[src/rtl/mult_8_seq.sv]
// ---------------------------------------------------------------------------
// mult_8_seq : sequential 8x8 unsigned shift-and-add multiplier.
//
// A single 8-bit ripple-carry adder (add_8) is reused over eight iterations
// to build a 16-bit product. A request is accepted in IDLE, the datapath
// iterates for eight CALC cycles, and DONE pulses for one cycle with the
// registered product already valid.
//
// Ports (mult_8_seq):
//   clk      in   1   rising-edge clock
//   rst_n    in   1   asynchronous active-low reset
//   start    in   1   request, sampled only while ready=1
//   a        in   8   multiplicand, captured on the accepting edge
//   b        in   8   multiplier, captured on the accepting edge
//   ready    out  1   high in IDLE
//   busy     out  1   high in CALC
//   done     out  1   one-cycle pulse in DONE
//   product  out  16  last completed result (registered)
//
// Ports (add_8):
//   a, b     in   8   addends
//   cin      in   1   carry in
//   sum      out  8   sum
//   co       out  1   carry out
// ---------------------------------------------------------------------------

module add_8 (
   input  logic [7:0] a,
   input  logic [7:0] b,
   input  logic       cin,
   output logic [7:0] sum,
   output logic       co
);

   logic [8:0] carry;

   // Explicit ripple chain of full adders, LSB first.
   always_comb begin
      carry    = '0;
      sum      = '0;
      carry[0] = cin;
      for (int i = 0; i < 8; i++) begin
         sum[i]       = a[i] ^ b[i] ^ carry[i];
         carry[i + 1] = (a[i] & b[i]) | (carry[i] & (a[i] ^ b[i]));
      end
   end

   assign co = carry[8];

endmodule

module mult_8_seq (
   input  logic        clk,
   input  logic        rst_n,
   input  logic        start,
   input  logic [7:0]  a,
   input  logic [7:0]  b,
   output logic        ready,
   output logic        busy,
   output logic        done,
   output logic [15:0] product
);

   typedef enum logic [1:0] {
      IDLE = 2'd0,
      CALC = 2'd1,
      DONE = 2'd2
   } state_t;

   state_t      state_q;
   logic [7:0]  mcand_q;
   logic [7:0]  acc_q;
   logic [7:0]  mq_q;
   logic [2:0]  cnt_q;
   logic [15:0] product_q;

   logic [7:0]  addend;
   logic [7:0]  sum;
   logic        co;
   logic [15:0] acc_mq_d;

   // Partial product is the multiplicand gated by the current multiplier LSB.
   assign addend = mq_q[0] ? mcand_q : 8'h00;

   add_8 u_add (
      .a   (acc_q),
      .b   (addend),
      .cin (1'b0),
      .sum (sum),
      .co  (co)
   );

   // Adder carry becomes the new accumulator MSB; the consumed multiplier
   // bit falls off the bottom, so {acc,mq} stays exactly 16 bits wide.
   assign acc_mq_d = {co, sum, mq_q[7:1]};

   always_ff @(posedge clk or negedge rst_n) begin
      if (!rst_n) begin
         state_q   <= IDLE;
         mcand_q   <= '0;
         acc_q     <= '0;
         mq_q      <= '0;
         cnt_q     <= '0;
         product_q <= '0;
      end else begin
         case (state_q)
            IDLE: begin
               if (start) begin
                  mcand_q <= a;
                  mq_q    <= b;
                  acc_q   <= '0;
                  cnt_q   <= '0;
                  state_q <= CALC;
               end
            end
            CALC: begin
               {acc_q, mq_q} <= acc_mq_d;
               cnt_q         <= cnt_q + 3'd1;
               if (cnt_q == 3'd7) begin
                  product_q <= acc_mq_d;
                  state_q   <= DONE;
               end
            end
            DONE: begin
               state_q <= IDLE;
            end
            default: begin
               state_q <= IDLE;
            end
         endcase
      end
   end

   // Status flags are pure state decodes, so they are mutually exclusive
   // and have no path from start/a/b.
   assign ready   = (state_q == IDLE);
   assign busy    = (state_q == CALC);
   assign done    = (state_q == DONE);
   assign product = product_q;

endmodule

[config.mk]
export PLATFORM = sky130hd
export DESIGN_NAME = mult_8_seq
export DESIGN_NICKNAME = d
export VERILOG_FILES = /design/src/rtl/mult_8_seq.sv
export SDC_FILE = /design/constraint.sdc
export NUM_CORES = 1
export LEC_CHECK = 0
export ABC_AREA = 1
export CORE_ASPECT_RATIO = 0.75
export CORE_MARGIN = 4
export CORE_UTILIZATION = 50
export CTS_CLUSTER_SIZE = 10
export DETAILED_ROUTE_END_ITERATION = 10
export PLACE_DENSITY = 0.83
export SLEW_MARGIN = 40
export SYNTH_ARGS = -nofsm -noshare
export SYNTH_HDL_FRONTEND = slang
export SYNTH_HIERARCHICAL = 1
export SYNTH_SLANG_ARGS = --single-unit
[constraint.sdc]
create_clock -name clk -period 5.2 [get_ports clk]
set_input_delay 1.04 -clock clk [delete_from_list [all_inputs] [get_ports clk]]
set_output_delay 1.04 -clock clk [all_outputs]
set_load 0.03 [all_outputs]
[Word level (Yosys, flattened, before mapping)]
Cells that the tools add are included.
Storage, ports and cells
  register bits after elaboration: 45
  input port bits: 19
  output and inout port bits: 19
  word-level logic and storage cells: 65
Operators by class
  $add $sub $neg: 1
  equality and inequality tests: 5
  multiplexer cells: 10
  bitwise operators: 37
  reduce and logical (&&, ||, !) cells: 6
Operator list (count)
  one-hot mux 8 bit (2 select lines): 2
  two-way mux 8 bit: 3
  bitwise AND 1 bit: 15
  XOR 1 bit: 15
  AND reduction 2 bit: 4
  OR 1 bit: 7
  one-hot mux 3 bit (2 select lines): 1
  two-way mux 2 bit: 2
  one-hot mux 2 bit (2 select lines): 1
  adder 3 x 1 -> 3 bit, second input constant: 1
  equality test 3 bit, second input constant: 1
  two-way mux 3 bit: 1
  equality test 2 x 1 -> 1 bit, second input constant: 1
  equality test 2 bit, second input constant: 1
  zero test 2 bit: 1
  inequality test 2 x 1 -> 1 bit, second input constant: 1
  inequality test 2 bit, second input constant: 1
  nonzero test 2 bit: 1

[Logic depth before layout (Yosys ltp)]
Gate-level depths: netlist of run 1.
  depth after elaboration: 17
  mapped depth: 17
  gate-level depth less buffers: 16

[By module]
Netlist of run 1, hierarchy kept.
Modules (own cells, without submodules)
  mult_8_seq: instances 1, cells each 229, area each 1910.6 µm², seq. area each 1126.1 µm²
  add_8: instances 1, cells each 18, area each 197.7 µm², seq. area each 0.0 µm²

[Least setup slack after synthesis of run 1]
No wires, ideal clock.
  path type: register to register
  from: register mq_q[0]
  to: register acc_q[6]
  library setup time: 83 ps
  data arrival time: 3784 ps
  required time: 5117 ps
  path slack: 1333 ps
  stages on the path, launching flop included: 18
  buffers on the path: 1
  period minus slack after synthesis: 3867 ps
  path through: dfrtp_1 clkbuf_1 nand2_1 inv_1 fa_1 inv_1 fa_1 inv_1 fa_1 fa_1 fa_1 fa_1 fa_1 inv_1 fa_1 inv_1 inv_1 o21ai_0
Between the ends
  word-level cells in the longest chain between the ends: 16
  elaborated cells between the ends (all ways): 29
  those cells by class: mux: 2; bitwise: 27
RTL lines
  start: declaration: line 73  | logic [7:0] mq_q;
  start signal: assignment: line 117  | {acc_q, mq_q} <= acc_mq_d;
  two-way mux 8 bit: line 83  | assign addend = mq_q[0] ? mcand_q : 8'h00;
  via addend[0]: line 77  | logic [7:0] addend;
  bitwise AND 1 bit (2 in series): line 44  | carry[i + 1] = (a[i] & b[i]) | (carry[i] & (a[i] ^ b[i]));
  OR 1 bit: line 44
  bitwise AND 1 bit: line 44
  OR 1 bit: line 44
  bitwise AND 1 bit: line 44
  OR 1 bit: line 44
  bitwise AND 1 bit: line 44
  OR 1 bit: line 44
  bitwise AND 1 bit: line 44
  OR 1 bit: line 44
  bitwise AND 1 bit: line 44
  OR 1 bit: line 44
  XOR 1 bit: line 43  | sum[i] = a[i] ^ b[i] ^ carry[i];
  via sum[7]: line 78  | logic [7:0] sum;
  one-hot mux 8 bit (2 select lines): line 106  | case (state_q)
  end signal: assignment: line 117
  end: declaration: line 72  | logic [7:0] acc_q;
The timed path passes the listed nets, and every way through them passes these cells.
A chain may end at the register's enable or synchronous reset.

[Final worst setup path of run 1]
  from: register mq_q[0]
  to: register product_q[14] (netlist: product[14])
Between the ends
  word-level cells in the longest chain between the ends: 15
  elaborated cells between the ends (all ways): 28
  those cells by class: mux: 1; bitwise: 27
RTL lines
  two-way mux 8 bit: line 83
  via addend[0]: line 77
  bitwise AND 1 bit (2 in series): line 44
  OR 1 bit: line 44
  bitwise AND 1 bit: line 44
  OR 1 bit: line 44
  bitwise AND 1 bit: line 44
  OR 1 bit: line 44
  bitwise AND 1 bit: line 44
  OR 1 bit: line 44
  bitwise AND 1 bit: line 44
  OR 1 bit: line 44
  bitwise AND 1 bit: line 44
  OR 1 bit: line 44
  XOR 1 bit: line 43
  via sum[7]: line 78
  end signal: assignment: line 120  | product_q <= acc_mq_d;
  end: declaration: line 75  | logic [15:0] product_q;
The timed path passes the listed nets, and every way through them passes these cells.

==> results.md, run 1 <==
- Sequential Power Share: 0.384
- Number of global-route vias before repair: 1,640
- Layout cells sized above 1: 0.05634
- Switching part of the total: 0.4053
- Most used DFF post-synth: dfrtp_1
- Largest area contributor in the netlist: dfrtp_1
- Die area: 5330 um^2
- Status: complete, no violations
- Netlist cell types: 18
- Worst path arrival time: 4.22 ns
- Pwr dens: 606.5 nW/um^2
- # Post-CTS Setup Buffers: 0
- Leak: 1.389 nW
- Worst setup path start: mq_q[0]
- Worst-Skew Late Latency: 0.30 ns
- Resize count post-CTS: 0
- Worst hold path type: register to register
- CTS Buffer Depth: 2
- Maximum VDD drop: 265.5 uV
- Finished layout cell area: 2638 um^2
- CP endpoint kind: register
- DRC Markers: 0
- Post-synthesis sequential area ratio: 0.5341
- Least-Margin Pin Slew: 0.5453 ns
- Skew final: 0.007185 ns
- YS warnings: 6
- First-iteration detailed-routing DRC count: 180
- Routed length per instance: 12.53 um
- Fin. max-slew vios: 0
- Worst-path clk slew: 0.09 ns
- Combinational share of power: 0.424
- Relative slew slack: 0.6365
- Area grow syn2layout: 25.10%
- Total GRT Usage: 0.1752
- Final Setup Violations: 0
- Largest net degree at the start of global routing: 46
- Post-DP HPWL: 3037 um
- 1st-pass router iterations: 4
- Post-synth EDFFs: 0
- Hold Crit Start: product[3]
- Max-cap violations: 0
- CTS Buf Count: 5
- Initial Util: 0.5201
- N_diodes: 0
- Post-synth ARST share: 1.000
- Gr ovfl total: 0
- IO buf count: 37
- Clock power share: 0.192
- Routed Antenna Nets: 0
- Top-level I/O count: 38
- Die W: 82.98 um
- Vias: 1,657
- Max Fclk: 249.5 MHz
- Final count of hold timing violations: 0
- GRT met1 Usage: 0.2391
- Most common cell in the netlist: nand2_1
- H-tree Lvls: 2
- Met3 Usage GRT: 0.03093
- Total power: 1.600 mW
- Crit share post-route: 0.7707
- Switching component of the power: 0.6485 mW
- Mapped Avg Cell Area: 8.536 um^2
- Core ar.: 4054 um^2
- TritonCTS Sinks: 45
- Synth top area cells: dfrtp_1 53%, nand2_1 20%, fa_1 7.6%
- TritonCTS clock tree: yes
- RSZ-0062 raised after global routing: false
- Gr busiest metal: met2
- Worst setup path class: register to register
- Synth top area share: 0.5341
- Min Tclk post-route: 4.008 ns
- Startpoint types: register
- Max FO, Critical Path: 9
- Number of cell rows: 20
- Via-to-Cell Ratio: 4.888
- Req. time, crit path: 5.41 ns
- Post-DP Area: 2504 um^2
- First-pass GRT wire length: 7376 um
- Post-Syn Instances: 247
- Syn_nets: 276
- Fin nets: 312
- Die height: 64.24 um
- Root Driver: clkbuf_8
- Post-Route WL: 4248 um
- Met2 Use GR: 0.2800
- Cell area after synthesis: 2108 um^2
- Worst r2r src: mq_q[0]
- Initial antenna violation count: 0
- List of most frequent post-synthesis cells: 111 x nand2_1, 45 x dfrtp_1, 28 x inv_1
- Hold buffer count at CTS: 0
- #FFs+latches synth: 45
- Setup_tns: 0 ns
- GPL Wtd Cong: 0.8205
- Int Pwr: 0.9513 mW
flip-flops by register name, summed over array words and instances, names as in the netlist:
| signal | flops |
|---|---|
| acc_q | 8 |
| cnt_q | 3 |
| mcand_q | 8 |
| mq_q | 8 |
| product | 16 |
| state_q | 2 |
placed cells by master (no fill, tap or decap):
master	n
nor2_4	1
clkinv_1	1
nand2_1	111
nand3_1	16
buf_4	2
nor2_1	1
conb_1	1
o21ai_0	18
clkdlybuf4s50_1	36
bufinv_16	2
nand2_2	3
inv_1	28
o21ai_1	1
dfrtp_1	45
ha_1	2
nor2_2	1
inv_2	1
clkbuf_8	5
clkinv_2	1
fa_1	8
layer usage:
| metal | up-vias | part of all wire |
|---|---|---|
| met4 | 0 | 0.017 |
| met1 | 785 | 0.46 |
| met3 | 7 | 0.062 |
| met5 | - | 0 |
| li1 | 814 | - |
| met2 | 51 | 0.46 |
cell type report:
type,instances,area [um^2]
multi-input cells,163,820.8
repair buffers,38,375.4
clock buffers,5,68.82
inverters,30,112.6
well taps,55,68.82
clock inverters,3,65.06
fillers,336,1416
flip-flops and latches,45,1126
power groups by stage:
stage,Clock (mW),Combinational (mW),Sequential [mW]
after global routing,0.329,0.768,0.636
after detailed placement,0,0.682,0.618
after global placement,0,0.659,0.612
final,0.307,0.678,0.614
after CTS,0.312,0.687,0.614
after floorplan,0,0.380,0.683
worst paths after layout:
check | endpoint | slack (ns) | cells past startpoint
max in group asynchronous | mcand_q[2] | 4.10 | 1
hold / removal | product[3] | 0.48 | 2
hold reg to reg | product[3] | 0.48 | 2
setup / recovery | product[14] | 1.19 | 16
min in group asynchronous | mq_q[4] | 0.72 | 1
setup reg to reg | product[14] | 1.19 | 16
critical path: stages, from the launching register on:
cell     delay, ns
dfrtp_1       0.47
nand2_1       0.09
inv_1         0.06
fa_1          0.40
inv_1         0.08
fa_1          0.16
inv_1         0.05
fa_1          0.37
fa_1          0.39
fa_1          0.38
fa_1          0.38
fa_1          0.36
inv_1         0.07
fa_1          0.40
inv_1         0.06
inv_1         0.04
o21ai_0       0.15
logic make-up (layout without fill, tap and decap cells):
| group | after synthesis | count (layout) | share of synthesized area |
|---|---|---|---|
| adders and majority gates | 10 | 10 | 0.08783 |
| DFF | 45 | 45 | 0.5341 |
| buffers and inverters | 39 | 76 | 0.07655 |
| AOI/OAI and AO/OA | 19 | 19 | 0.04510 |
| and+or+nand+nor | 133 | 133 | 0.2546 |
| other | 1 | 1 | 0.001779 |
metrics by stage:
stage	worst slack, ns	hold slack, ns	utilization	std cells
finish	1.192	0.4809	0.6506	339
global route	0.9235	0.5078	0.6506	339
CTS	1.173	0.4877	0.6506	339
detailed placement	1.184	0.4653	0.6176	331
global placement	1.322	0.4583	0.6170	331
floorplan	1.333	0.4422	-	247
(Power assumes the default switching activity.)
==> run 2, diff against run 1 <==
==> constraint.sdc (replaced) <==
create_clock -name clk -period 3.7 [get_ports clk]
set_input_delay 0.74 -clock clk [delete_from_list [all_inputs] [get_ports clk]]
set_output_delay 0.74 -clock clk [all_outputs]
set_load 0.03 [all_outputs]
==> run 2 against run 1 <==
Compared with the run above: die area stayed put; critical endpoint unchanged; cell count is 0.88% higher; final area is 0.85% higher.
==> results.md, run 2 (synthesis results as in run 1) <==
- Crit share post-route: 0.9739 (+0.2032)
- N_diodes: 0 (unchanged)
- Gr ovfl total: 0 (unchanged)
- RSZ-0062 raised after global routing: true
- Placed Cells incl. Taps: 333 (+0.60%)
- Post-Route WL: 4208 um (-0.94%)
- Post-DP Area: 2529 um^2 (+1.0%)
- Leak: 1.379 nW (-0.74%)
- Startpoint types: register
- Via-to-Cell Ratio: 4.839 (-1.0%)
- H-tree Lvls: 2 (unchanged)
- Skew final: 0.008152 ns (+0.0009668 ns)
- Hold buffer count at CTS: 0 (unchanged)
- Req. time, crit path: 3.92 ns (-1.49 ns)
- CTS Buf Count: 5 (unchanged)
- Die W: 82.98 um (unchanged)
- Filler instances: 343 (+2.1%)
- Max-cap violations: 0 (unchanged)
- Vias: 1,655 (-0.12%)
- Total power: 2.232 mW (+39%)
- Initial antenna violation count: 0 (unchanged)
- Die height: 64.24 um (unchanged)
- Status: complete, no violations
- Max Fclk: 277.5 MHz (+11%)
- Die area: 5330 um^2 (unchanged)
- First-pass GRT wire length: 6831 um (-7.4%)
- Area grow syn2layout: 26.17%
- Max FO, Critical Path: 2 (-7)
- Least-Margin Pin Slew: 0.5422 ns (-0.003058 ns)
- Fin nets: 315 (+0.96%)
- Layout cells sized above 1: 0.1010 (+0.04471)
- CP endpoint kind: register
- Core ar.: 4054 um^2 (unchanged)
- Pre-CTS WS: -0.01174 ns (-1.195 ns)
- Most common cell after layout, fill and taps aside: nand2_1
- First-iteration detailed-routing DRC count: 91 (-49%)
- IO buf count: 37 (unchanged)
- Worst-path clk slew: 0.08 ns (about the same)
- Worst hold path type: primary input to async pin
- Final worst slack: 0.09657 ns (-1.096 ns)
- Setup_tns: 0 ns (unchanged)
- Maximum VDD drop: 445.7 uV (+68%)
- Number of global-route vias before repair: 1,505 (-8.2%)
- Routed length per instance: 12.30 um (-1.8%)
- Largest net degree at the start of global routing: 46 (unchanged)
- Worst path arrival time: 3.82 ns (-0.40 ns)
- TritonCTS Sinks: 45 (unchanged)
- Post-route insts no fill: 342 (+0.88%)
- Final count of hold timing violations: 0 (unchanged)
- Number of cell rows: 20 (unchanged)
- Root Driver: clkbuf_8
- CTS Buffer Depth: 2 (unchanged)
- Number of flip-flops in the largest register: 16 (unchanged)
- TritonCTS clock tree: yes
- Final Setup Violations: 0 (unchanged)
- Most frequent cells in the layout: 111 x nand2_1, 45 x dfrtp_1, 36 x clkdlybuf4s50_1, 24 x inv_1
- Fin util: 0.6562 (+0.005556)
- Routed Antenna Nets: 0 (unchanged)
- Hold Slack: 0.4221 ns (-0.05878 ns)
- 1st-pass router iterations: 5 (+1)
- Min Tclk post-route: 3.603 ns (-0.4042 ns)
- Relative slew slack: 0.6385 (+0.002038)
- Initial Util: 0.5201 (unchanged)
- Finished layout cell area: 2660 um^2 (+0.85%)
- DRC Markers: 0 (unchanged)
- Top-level I/O count: 38 (unchanged)
- Total GRT Usage: 0.1636 (-0.01166)
- Post-DP HPWL: 2977 um (-2.0%)
- Worst-Skew Late Latency: 0.30 ns (about the same)
- Pwr dens: 839.0 nW/um^2 (+38%)
- GPL Wtd Cong: 0.7884 (-3.9%)
- Worst setup path class: register to register
- Fin. max-slew vios: 0 (unchanged)
run 2: power by group:
| part | switching, mW | internal [mW] |
|---|---|---|
| combinational | 0.608 | 0.393 |
| sequential | 0.149 | 0.703 |
| clock | 0.158 | 0.220 |
| total | 0.915 | 1.32 |
run 2: area by class of cell:
cell class / instances / area [um^2] / share of cell area
flip-flops and latches: 45 / 1126 / 0.4233
multi-input cells: 163 / 838.3 / 0.3151
repair buffers: 41 / 397.9 / 0.1496
inverters: 30 / 112.6 / 0.04233
clock buffers: 7 / 86.33 / 0.03246
well taps: 55 / 68.82 / 0.02587
clock inverters: 1 / 30.03 / 0.01129
run 2: repair_timing:
action	4_1_cts	5_1_grt
gates cloned	0	0
resized for setup	1	8
pin swaps	3	6
setup buffers	1	0
endpoints found under the setup margin	2	2
run 2: worst paths after layout:
check	cells past startpoint	startpoint	endpoint	slack (ns)
hold / removal	1	rst_n	product[3]	0.42
min in group clk	2	mcand_q[0]	mcand_q[0]	0.48
max in group asynchronous	1	rst_n	product[11]	2.90
setup reg to reg	16	mcand_q[0]	product[14]	0.1
setup / recovery	16	mcand_q[0]	product[14]	0.1
hold reg to reg	2	mcand_q[0]	mcand_q[0]	0.48
run 2: worst max-delay path, cell delays in order (launching register included):
cell and delay, ns:
dfrtp_1 0.38, nand2_1 0.08, inv_2 0.04, fa_2 0.33, inv_2 0.06, fa_2 0.18, inv_2 0.04, fa_2 0.35
fa_2 0.36, fa_2 0.35, fa_2 0.35, fa_2 0.34, inv_2 0.07, fa_1 0.39, inv_1 0.06, inv_1 0.04
o21ai_1 0.11
run 2: layer usage:
layer  wire length [um]  global-route usage  part of all wire
met2               1969              0.2580              0.47
met4                 85             0.07347             0.020
met3                206             0.03608             0.049
met1               1946              0.2179              0.46
met5                  0                   0                 0
==> run 3, diff against run 2 <==
--- a/config.mk
+++ b/config.mk
@@ -6,12 +6,13 @@
 export NUM_CORES = 1
 export LEC_CHECK = 0
 export ABC_AREA = 1
+export ABC_CLOCK_PERIOD_IN_PS = 3700
 export CORE_ASPECT_RATIO = 0.75
 export CORE_MARGIN = 4
 export CORE_UTILIZATION = 50
 export CTS_CLUSTER_SIZE = 10
 export DETAILED_ROUTE_END_ITERATION = 10
-export PLACE_DENSITY = 0.83
+export PLACE_DENSITY = 0.77
 export SLEW_MARGIN = 40
 export SYNTH_ARGS = -nofsm -noshare
 export SYNTH_HDL_FRONTEND = slang
==> run 3 against run 2 <==
Compared with the run above: core utilization fell by 0.86 points; sequential share of layout area increased by 0.56 points; highest routed layer unchanged; critical path depth did not move; fmax shrank 2.2%; register-to-register slack got worse by 0.08 ns; clock skew decreased by 0.0014 ns; clock power down 25%; non-clock buffer count down 1; die area is the same; largest cell class unchanged; critical endpoint unchanged.
==> results.md, run 3 (synthesis results as in run 1) <==
- Status: complete, no violations
- Min Tclk post-route: 3.683 ns (+0.07992 ns)
- Max FO, Critical Path: 2 (unchanged)
- Gr ovfl total: 0 (unchanged)
- CP bufs+invs: 6 (unchanged)
- Total power: 2.124 mW (-4.8%)
- Max-cap violations: 0 (unchanged)
- N_diodes: 0 (unchanged)
- Worst Reg2Reg Path Length in Cells: 16 (unchanged)
- Post-Route WL: 3890 um (-7.6%)
- Number of flip-flops in the largest register: 16 (unchanged)
- Core ar.: 4054 um^2 (unchanged)
- Fin. max-slew vios: 0 (unchanged)
- CP endpoint kind: register
- 1st-pass router iterations: 4 (-1)
- CP cell instances: nand2_2, inv_2, fa_2, inv_2, fa_2, inv_2, fa_2, fa_2, fa_2, fa_2, fa_2, inv_2, fa_1, inv_1, inv_2, o21ai_1
- Final worst slack: 0.01666 ns (-0.07992 ns)
- Routed Antenna Nets: 0 (unchanged)
- Number of cell rows: 20 (unchanged)
- Leak: 1.362 nW (-1.2%)
- Worst setup path start: mq_q[0]
- Die W: 82.98 um (unchanged)
- Relative slew slack: 0.5868 (-0.05174)
- RSZ-0062 raised after global routing: true
- CP most frequent cell: fa_2
- TritonCTS clock tree: yes
- Die height: 64.24 um (unchanged)
- Pwr dens: 809.0 nW/um^2 (-3.6%)
- Via-to-Cell Ratio: 4.760 (-1.6%)
- IO buf count: 37 (unchanged)
- TritonCTS Sinks: 45 (unchanged)
- Crit share post-route: 0.9955 (+0.02160)
- Top-level I/O count: 38 (unchanged)
- First-pass GRT wire length: 6962 um (+1.9%)
- Req. time, crit path: 3.91 ns (about the same)
- Startpoint types: register
- Area grow syn2layout: 24.51%
- Filler instances: 357 (+4.1%)
- Clock power share: 0.134 (-0.036)
- Most common cell after layout, fill and taps aside: nand2_1
- H-tree Lvls: 2 (unchanged)
- Max Fclk: 271.5 MHz (-2.2%)
- GPL Wtd Cong: 0.7449 (-5.5%)
- Initial antenna violation count: 0 (unchanged)
- Switching part of the total: 0.4239 (+0.01374)
- Total GRT Usage: 0.1606 (-0.003001)
- Least-Margin Pin Slew: 0.6157 ns (+0.07348 ns)
- Combinational share of power: 0.462 (+0.013)
- Final Setup Violations: 0 (unchanged)
- Worst R2R Setup Slack: 0.02 ns (-0.08 ns)
- Switching component of the power: 0.9002 mW (-1.7%)
- Fin nets: 314 (-0.32%)
- Most frequent cells in the layout: 110 x nand2_1, 45 x dfrtp_1, 36 x clkdlybuf4s50_1, 23 x inv_1
- Crit path max-delay family: adder cells
- CTS Buf Count: 5 (unchanged)
- Int Pwr: 1.223 mW (-7.1%)
- Hold buffer count at CTS: 0 (unchanged)
- Vias: 1,623 (-1.9%)
- Pre-CTS WS: -0.002634 ns (+0.009110 ns)
- Worst r2r src: mq_q[0]
- Worst hold path type: primary input to async pin
- Worst path arrival time: 3.89 ns (+0.07 ns)
- Routed length per instance: 11.41 um (-7.3%)
- Initial Util: 0.5201 (unchanged)
- Number of global-route vias before repair: 1,486 (-1.3%)
- Layout cells sized above 1: 0.1084 (+0.007346)
- Skew final: 0.006775 ns (-0.001376 ns)
- Sequential Power Share: 0.404 (+0.022)
- Crit path max-delay cell type: dfrtp_1
- Worst-Skew Late Latency: 0.29 ns (about the same)
- Root Driver: clkbuf_8
- Post-DP HPWL: 2902 um (-2.5%)
- Largest net degree at the start of global routing: 46 (unchanged)
- Worst r2r dst: product[14]
- First-iteration detailed-routing DRC count: 208 (+130%)
- Worst setup path class: register to register
- Maximum VDD drop: 470.8 uV (+5.6%)
- CTS Buffer Depth: 2 (unchanged)
- Worst-path clk slew: 0.08 ns (about the same)
- DRC Markers: 0 (unchanged)
- Slowest stage delay, CP: 0.40 ns (about the same)
- Final count of hold timing violations: 0 (unchanged)
- Die area: 5330 um^2 (unchanged)
## run 3: cell types whose count changed in the layout (fill, tap and decap cells not counted)
| cell | change |
|---|---|
| buf_4 | -1 |
| bufinv_16 | -1 |
| clkbuf_8 | -1 |
| clkinv_2 | +2 |
| inv_1 | -1 |
| inv_2 | +1 |
| nand2_1 | -1 |
| nand2_2 | +1 |
| o21ai_1 | -1 |
| o21ai_2 | +1 |
## run 3: per-stage QoR
step                std cells  hold slack, ns    util   TNS (ns)  cell area [um^2]
floorplan                 247          0.4422       -          0              2128
global placement          332          0.4583  0.6213          0              2519
detailed placement        332          0.4645  0.6219  -0.003501              2521
CTS                       341          0.4517  0.6441          0              2611
global route              341          0.4720  0.6475    -0.1834              2625
finish                    341          0.4303  0.6475          0              2625
## run 3: worst max-delay path by stage
stage | slack (ns) | depth (start not counted) | endpoint
detailed placement | -0.003 | 16 | product[14]
CTS | 0.02 | 16 | product[14]
global placement | 0.07 | 16 | product[14]
finish | 0.02 | 16 | product[14]
floorplan | 0.004 | 17 | acc_q[6]
global route | -0.10 | 16 | product[14]
## run 3: power groups by stage
stage | sequential [mW] | clock [mW] | combinational (mW)
after floorplan | 0.962 | 0 | 0.547
after global placement | 0.853 | 0 | 0.950
after detailed placement | 0.862 | 0 | 0.973
after CTS | 0.854 | 0.292 | 0.981
after global routing | 0.888 | 0.314 | 1.12
final | 0.858 | 0.284 | 0.981
## run 3: routing by layer
metal	global-route usage	up-vias	share of wire
met5	0	-	0
met4	0.03673	0	0.0039
met3	0.03222	2	0.074
met2	0.2370	60	0.42
met1	0.2443	739	0.50
li1	-	822	-
## run 3: layout make-up
class                      instances  area, um^2  area share
clock buffer                       6       72.57     0.02765
clock inverter                     2       10.01    0.003813
inverter                          30       112.6     0.04290
multi-input combinational        163       844.6      0.3217
sequential                        45        1126      0.4290
tap                               55       68.82     0.02622
timing repair buffer              40       390.4      0.1487
## run 3: timing repair
item,in CTS,in global routing
pin swaps,1,6
buffers inserted,1,0
setup endpoints to repair,2,2
resized for setup,0,12
## run 3: worst reg2reg max path, cell delays in order, from the launching register on
cell and delay [ns]:
dfrtp_1 0.40, nand2_2 0.08, inv_2 0.04, fa_2 0.34, inv_2 0.06, fa_2 0.18, inv_2 0.04, fa_2 0.35
fa_2 0.37, fa_2 0.37, fa_2 0.37, fa_2 0.34, inv_2 0.06, fa_1 0.39, inv_1 0.07, inv_2 0.04
o21ai_1 0.11
